### config.mk
export PLATFORM = sky130hd
export DESIGN_NAME = anim_sequencer
export DESIGN_NICKNAME = d
export VERILOG_FILES = /design/src/rtl/anim_sequencer.sv
export SDC_FILE = /design/constraint.sdc
export NUM_CORES = 1
export LEC_CHECK = 0
export CORE_ASPECT_RATIO = 0.9
export CORE_MARGIN = 1.5
export CORE_UTILIZATION = 50
export DETAILED_ROUTE_END_ITERATION = 6
export PLACE_DENSITY = 0.76
export SLEW_MARGIN = 30
export SYNTH_ARGS = -nofsm -noshare
export SYNTH_HDL_FRONTEND = slang
export SYNTH_SLANG_ARGS = --single-unit
### constraint.sdc
create_clock -name clk1hz -period 2.7 [get_ports clk1hz]
set_clock_uncertainty 0.1 [all_clocks]
set_input_delay 0.675 -clock clk1hz [delete_from_list [all_inputs] [get_ports clk1hz]]
set_output_delay 0.675 -clock clk1hz [all_outputs]
set_load 0.02 [all_outputs]
### src/rtl/anim_sequencer.sv
// Frame-loop sequencer producing the 4-bit animal/frame mode code for the frame register stage.
// State | meaning: IDLE hold (1111) | RUN stepping frames | PAUSE frozen, emits 1111 | FINISH one-cycle wrap-up
module anim_sequencer #(
    parameter int LOOPS  = 2,
    parameter int LOOP_W = 4
) (
    input  logic       clk1hz,
    input  logic       rst,
    input  logic       start,
    input  logic       stop,
    input  logic       pause,
    input  logic [1:0] sel,
    input  logic       dir,
    output logic [3:0] mode,
    output logic       busy,
    output logic       done
);

    typedef enum logic [1:0] {IDLE, RUN, PAUSE, FINISH} state_t;

    localparam logic [3:0]        HOLD     = 4'b1111;
    localparam logic [1:0]        MOUSE    = 2'b10;
    localparam logic [LOOP_W-1:0] LOOP_MAX = '1;
    localparam logic [LOOP_W-1:0] LOOPS_V  = LOOP_W'(LOOPS);

    state_t            state, state_n;
    logic [1:0]        frame, frame_n;
    logic [1:0]        animal, animal_n;
    logic [LOOP_W-1:0] loop, loop_n;
    logic              rr, rr_n;
    logic              dir_q, dir_n;
    logic [3:0]        mode_n;
    logic              busy_n, done_n;

    logic [1:0]        first_frame;
    logic [1:0]        step_frame, step_animal;
    logic [LOOP_W-1:0] step_loop, loop_inc;
    logic              step_fin;

    always_ff @(posedge clk1hz or posedge rst) begin
        if (rst) begin
            state  <= IDLE;
            frame  <= 2'b00;
            animal <= 2'b00;
            loop   <= '0;
            rr     <= 1'b0;
            dir_q  <= 1'b0;
            mode   <= HOLD;
            busy   <= 1'b0;
            done   <= 1'b0;
        end else begin
            state  <= state_n;
            frame  <= frame_n;
            animal <= animal_n;
            loop   <= loop_n;
            rr     <= rr_n;
            dir_q  <= dir_n;
            mode   <= mode_n;
            busy   <= busy_n;
            done   <= done_n;
        end
    end

    always_comb begin
        state_n     = state;
        frame_n     = frame;
        animal_n    = animal;
        loop_n      = loop;
        rr_n        = rr;
        dir_n       = dir_q;
        mode_n      = mode;
        busy_n      = busy;
        done_n      = 1'b0;

        // Next element of the playing sequence, shared by RUN and the PAUSE resume path.
        first_frame = dir_q ? 2'b11 : 2'b01;
        loop_inc    = (loop == LOOP_MAX) ? loop : loop + 1'b1;
        step_fin    = 1'b0;
        step_animal = animal;
        step_loop   = loop;
        step_frame  = dir_q ? frame - 2'd1 : frame + 2'd1;
        if (frame == 2'b00) begin
            step_loop  = loop_inc;
            step_frame = first_frame;
            if (LOOPS != 0 && loop_inc == LOOPS_V) begin
                if (rr && animal != MOUSE) begin
                    step_animal = animal + 2'd1;
                    step_loop   = '0;
                end else begin
                    step_fin = 1'b1;
                end
            end else if (LOOPS == 0 && rr) begin
                step_animal = (animal == MOUSE) ? 2'b00 : animal + 2'd1;
            end
        end

        case (state)
            IDLE: begin
                mode_n = HOLD;
                busy_n = 1'b0;
                if (start && !stop) begin
                    rr_n     = (sel == 2'b11);
                    dir_n    = dir;
                    animal_n = (sel == 2'b11) ? 2'b00 : sel;
                    loop_n   = '0;
                    frame_n  = dir ? 2'b11 : 2'b01;
                    mode_n   = {animal_n, frame_n};
                    busy_n   = 1'b1;
                    state_n  = RUN;
                end
            end
            RUN, PAUSE: begin
                if (stop) begin
                    mode_n  = {animal, 2'b00};
                    state_n = FINISH;
                end else if (pause) begin
                    mode_n  = HOLD;
                    state_n = PAUSE;
                end else if (step_fin) begin
                    mode_n  = HOLD;
                    done_n  = 1'b1;
                    state_n = FINISH;
                end else begin
                    frame_n  = step_frame;
                    loop_n   = step_loop;
                    animal_n = step_animal;
                    mode_n   = {step_animal, step_frame};
                    state_n  = RUN;
                end
            end
            FINISH: begin
                mode_n  = HOLD;
                busy_n  = 1'b0;
                state_n = IDLE;
            end
            default: begin
                mode_n  = HOLD;
                busy_n  = 1'b0;
                state_n = IDLE;
            end
        endcase
    end

endmodule

# [Yosys cells after proc, flatten, opt, wreduce, memory -nomap -nowiden]
# Cells that the tools add are included.
[word_totals] out_inout_bits=6 in_bits=8 word_cells=82 reg_bits=18
[classes] reduce_logical=11 n_eq_ne=12 add_sub_neg=4 mux=46
[ops] op="$mux 4" count=12
[ops] op="$mux 2" count=20
[ops] op="$ne 2x2->1 const B" count=6
[ops] op="$pmux 4 s3" count=1
[ops] op="$mux 1" count=8
[ops] op="$pmux 2 s2" count=2
[ops] op="$pmux 4 s2" count=1
[ops] op="$eq 2x2->1 const B" count=3
[ops] op="$pmux 2 s3" count=1
[ops] op="$reduce_and 6->1" count=1
[ops] op="$reduce_and 5->1" count=1
[ops] op="$add 2x1->2 const B" count=2
[ops] op="$add 4x1->4 const B" count=1
[ops] op="$eq 4x2->1 const B" count=1
[ops] op="$eq 4x4->1 const B" count=1
[ops] op="$logic_not 2->1" count=2
[ops] op="$reduce_bool 2->1" count=2
[ops] op="$eq 2x1->1 const B" count=1
[ops] op="$logic_and 1x1->1" count=2
[ops] op="$pmux 1 s2" count=1
[ops] op="$reduce_and 2->1" count=1
[ops] op="$reduce_or 2->1" count=1
[ops] op="$sub 2x1->2 const B" count=1
[ops] op="$logic_not 1->1" count=1

# [Longest topological paths before layout]
[depth] depth_word=9 ltp_mapped=8 depth_no_buf=7

# [Worst setup path before layout]
# OpenSTA, ideal clock, no wires.
[synth_timing] kind="register to register" startpoint="register state[0]" endpoint="register loop[3]" path_slack_ns=0.760 required_time_ns=2.506 synth_period_minus_slack_ns=1.940 arrival_ns=1.746 path_stages_with_launch=9 setup_time_ns=0.094 n_path_buf=1 cell_sequence="dfrtp_1 -> inv_1 -> ha_1 -> buf_4 -> inv_1 -> o21a_2 -> a311oi_4 -> a41oi_1 -> a211oi_1"
[synth_between] elab_chain_len=4 word_cells_on_any_way=12 classes_between="eq/ne: 7; mux: 1; reduce/logical: 4"
[synth_lines] item="from (decl)" line="26" text="state_t state, state_n;"
[synth_lines] item="from (signal assigned)" line="52" text="state <= state_n;"
[synth_lines] item="$eq 2x1->1 or $eq 2x2->1 (tied branches)" line="97" text="case (state)"
[synth_lines] item="$reduce_or 2->1" line="97"
[synth_lines] item="$ne 2x2->1 (no line) or $reduce_bool 2->1 (tied branches)"
[synth_lines] item="$reduce_and 6->1 (no line)"
[synth_lines] item="to (signal assigned)" line="55" text="loop <= loop_n;"
[synth_lines] item="to (decl)" line="29" text="logic [LOOP_W-1:0] loop, loop_n;"
# Several ways; a longest one is shown, not always the timed one.
# A chain may end at the register's enable or synchronous reset.

# [Worst setup path after layout]
[layout_timing] startpoint="input port stop" endpoint="register loop[3]"
[layout_between] elab_chain_len=4 word_cells_on_any_way=5 classes_between="eq/ne: 2; reduce/logical: 3"
[layout_lines] item="from (decl)" line="10" text="input logic stop,"
[layout_lines] item="$logic_not 1->1" line="101" text="if (start && !stop) begin"
[layout_lines] item="$logic_and 1x1->1" line="101"
[layout_lines] item="$ne 2x2->1 (no line)"
[layout_lines] item="$reduce_and 6->1 (no line) *"
# Every way passes the cells marked *; elsewhere a longest branch is shown, timed or not.

==> results.cfg <==
[finish]
ff_latch_area_sq_um = 455
postLayoutCoreUtil_pct = 61.6
area_delta_synth_final_pct = 16.0
fill_cells = 181
drive_above_1_share_pct = 12.3
nNetsFinal = 161
multi_input_area_sq_um = 646
antenna_cells = 0

[sta]
fin_crit_ns = 2.23
fmax_mhz = 447
finalSetupTns_ns = 0
maxSlewHeadroom_pct = 53.0
hold_violations = 0
worst_slack_ns = 0.465
slew_viol_final = 0
worstMarginPinSlew_ns = 0.704
finalCritPeriodShare_pct = 82.8
holdWs_ns = 0.390
rsz0062_at_grt = false
setup_viol = 0

[global_routing]
antenna_found_initial = 0
grt_max_degree = 19
grt.overflow.total = 0
grt_pass1_wl_mm = 3.82
grt_pass1_vias = 859
track_usage_pct = 19.7

[setup_path]
critPathTopFamily = compound AO/OA/AOI/OAI gates
reg2reg_depth = 6
arrival_ns = 2.33
cp.buffers_inverters = 1
cp-start-kind = primary input
required_ns = 2.80
end_kind = flop
critPathSlowestCell = clkdlybuf4s50_1
r2r_slack_ns = 0.57
cp_max_fo = 7
crit_chain = clkdlybuf4s50_1 > nand3b_4 > o21a_2 > a311oi_4 > a41oi_1 > a211oi_1
cpPeakStageDelay_ns = 0.50
r2r_start = loop[0]
crit_type = primary input to flop
cp.depth = 6
rr_endpoint = loop[3]

[pwr]
intPower_mw = 0.851
p_leak_nw = 0.579
ir_drop_v = 0.000810
p_seq_share_pct = 31.6
total_power_mw = 1.57
power_density_nw_per_um2 = 1160
p_switching_mw = 0.714
pwr-share-clk_pct = 8.3
swShare_pct = 45.6
pwr-share-comb_pct = 60.0

[clock_network]
cts.path.max_buffers = 2
cts_hold_buf = 0
cts.clk_slew.worst_paths_ns = 0.09
root_buffer = clkbuf_4
clk_latency_ns = 0.29
htreeDepth = 1
post-cts-setup-buffer-count = 0
cts_resized = 0
clock-sinks = 18
cts_buffers = 3
cts_tree = built

[synthesis]
synth_top_cell_area_share_pct = 30.2
syn-cell-area_sq_um = 1160
ys_ff_latch = 18
synth_common_cells = nand2_1 (16), dfrtp_1 (14), inv_1 (11), nor2_1 (11)
synth_most_common_cell = nand2_1
yosysTopAreaCell = dfrtp_1
avgSynthCellArea_sq_um = 8.84
synth_ff_type = dfrtp_1
synth_edf_count = 0
syn_inst = 131
synthArstFlopShare_pct = 100
synth_area_leaders = dfrtp_1 (30%), dfstp_2 (9.1%), ha_1 (5.4%)
synthDistinctLibCells = 42
synth_nets = 144
yosys_warnings = 0
synth_sequential_area_ratio_pct = 39.3

[hold_path]
min_to = busy
hold_depth = 2
min_from = busy
hp-class = flop to flop

[floorplanning]
std_cell_rows = 16
dieArea_sq_um = 2620
die_h_microns = 48.7
die-width_microns = 53.7
coreArea_sq_um = 2180
ios = 14
start_util_pct = 53.1

[route]
post_drt_wl_per_cell_microns = 14.1
drt_iter0_drc = 40
ant_nets = 0
vias_per_cell = 6.03
first_pass_iters = 4
wirelength_mm = 2.44
vias = 1043
drc_errors = 0

[placed_design]
place_ws_ns = 0.136
io_buffers = 13
hpwl_mm = 1.85
place.gp.congestion = 0.886

[flow_run]
maxCapViolations = 0

[run_status]
status = completed
==> how the worst max path moves through the flow <==
stage | startpoint | end | slack (ns)
finish | stop | loop[3] | 0.47
floorplan | state[0] | loop[3] | 0.76
CTS | stop | loop[3] | 0.45
detailed placement | stop | loop[3] | 0.14
global route | stop | loop[3] | 0.38
global placement | stop | loop[3] | 0.22
==> placed cells by master (no fill, tap or decap), drive strengths merged, types with 2 or more instances in the layout <==
master	Yosys	routed
nand2	16	16
dfrtp	14	14
clkdlybuf4s50	0	13
nor2	11	11
inv	11	11
a21oi	10	10
o21ai	10	10
ha	5	5
nand2b	4	4
nor2b	4	4
dfstp	4	4
and3	4	4
o22ai	3	3
a31oi	3	3
clkbuf	1	3
nand3	2	2
o211ai	2	2
o31ai	2	2
nor4	2	2
buf	2	2
a211oi	2	2
a311oi	2	2
==> logic make-up (layout without fill, tap and decap cells) <==
| family | Yosys count | in the layout | share of synthesized area (%) |
|---|---|---|---|
| flops | 18 | 18 | 39.3 |
| buf+inv | 14 | 29 | 4.97 |
| mux | 2 | 2 | 1.84 |
| fa+ha+maj | 5 | 5 | 5.40 |
| compound gates | 42 | 42 | 25.5 |
| xor+xnor | 1 | 1 | 0.756 |
| simple gates | 49 | 49 | 22.2 |
==> sequential cells by signal, summed over array words and instances, names as in the netlist <==
signal and flops:
mode 4, dir_q 1, done 1, loop 4, frame 2, busy 1, animal 2, state 2
rr 1
==> stage by stage <==
| stage | cell area, sq um | std cells |
|---|---|---|
| 2_1_floorplan | 1160 | 131 |
| 3_3_place_gp | 1320 | 170 |
| 3_5_place_dp | 1320 | 170 |
| 4_1_cts | 1340 | 173 |
| 5_1_grt | 1340 | 173 |
| 6_report | 1340 | 173 |
==> area by class of cell <==
| class | count | area share, % |
|---|---|---|
| Timing Repair Buffer | 15 | 10.8 |
| Tap cell | 27 | 2.51 |
| Clock buffer | 3 | 1.68 |
| Multi-Input combinational cell | 99 | 48.0 |
| Sequential cell | 18 | 33.9 |
| Inverter | 11 | 3.07 |
==> worst min-delay path, cell delays in order, from the launching register on <==
cell     delay [ns]
dfrtp_1        0.35
nand2_1        0.05
o31ai_1        0.05
==> metal layers <==
| layer | part of all wire [%] | GRT usage [%] |
|---|---|---|
| met1 | 44 | 28.6 |
| met2 | 45 | 28.7 |
| met3 | 9.4 | 6.48 |
| met4 | 1.4 | 3.85 |
| met5 | 0 | 0 |
==> power by group through the flow <==
stage | clock (mW) | combinational, mW | sequential, mW
after floorplan | 0 | 0.657 | 0.518
after global routing | 0.150 | 1.04 | 0.509
after CTS | 0.131 | 0.926 | 0.494
after detailed placement | 0 | 0.923 | 0.499
final | 0.131 | 0.940 | 0.495
after global placement | 0 | 0.902 | 0.497
(Power assumes the default switching activity.)
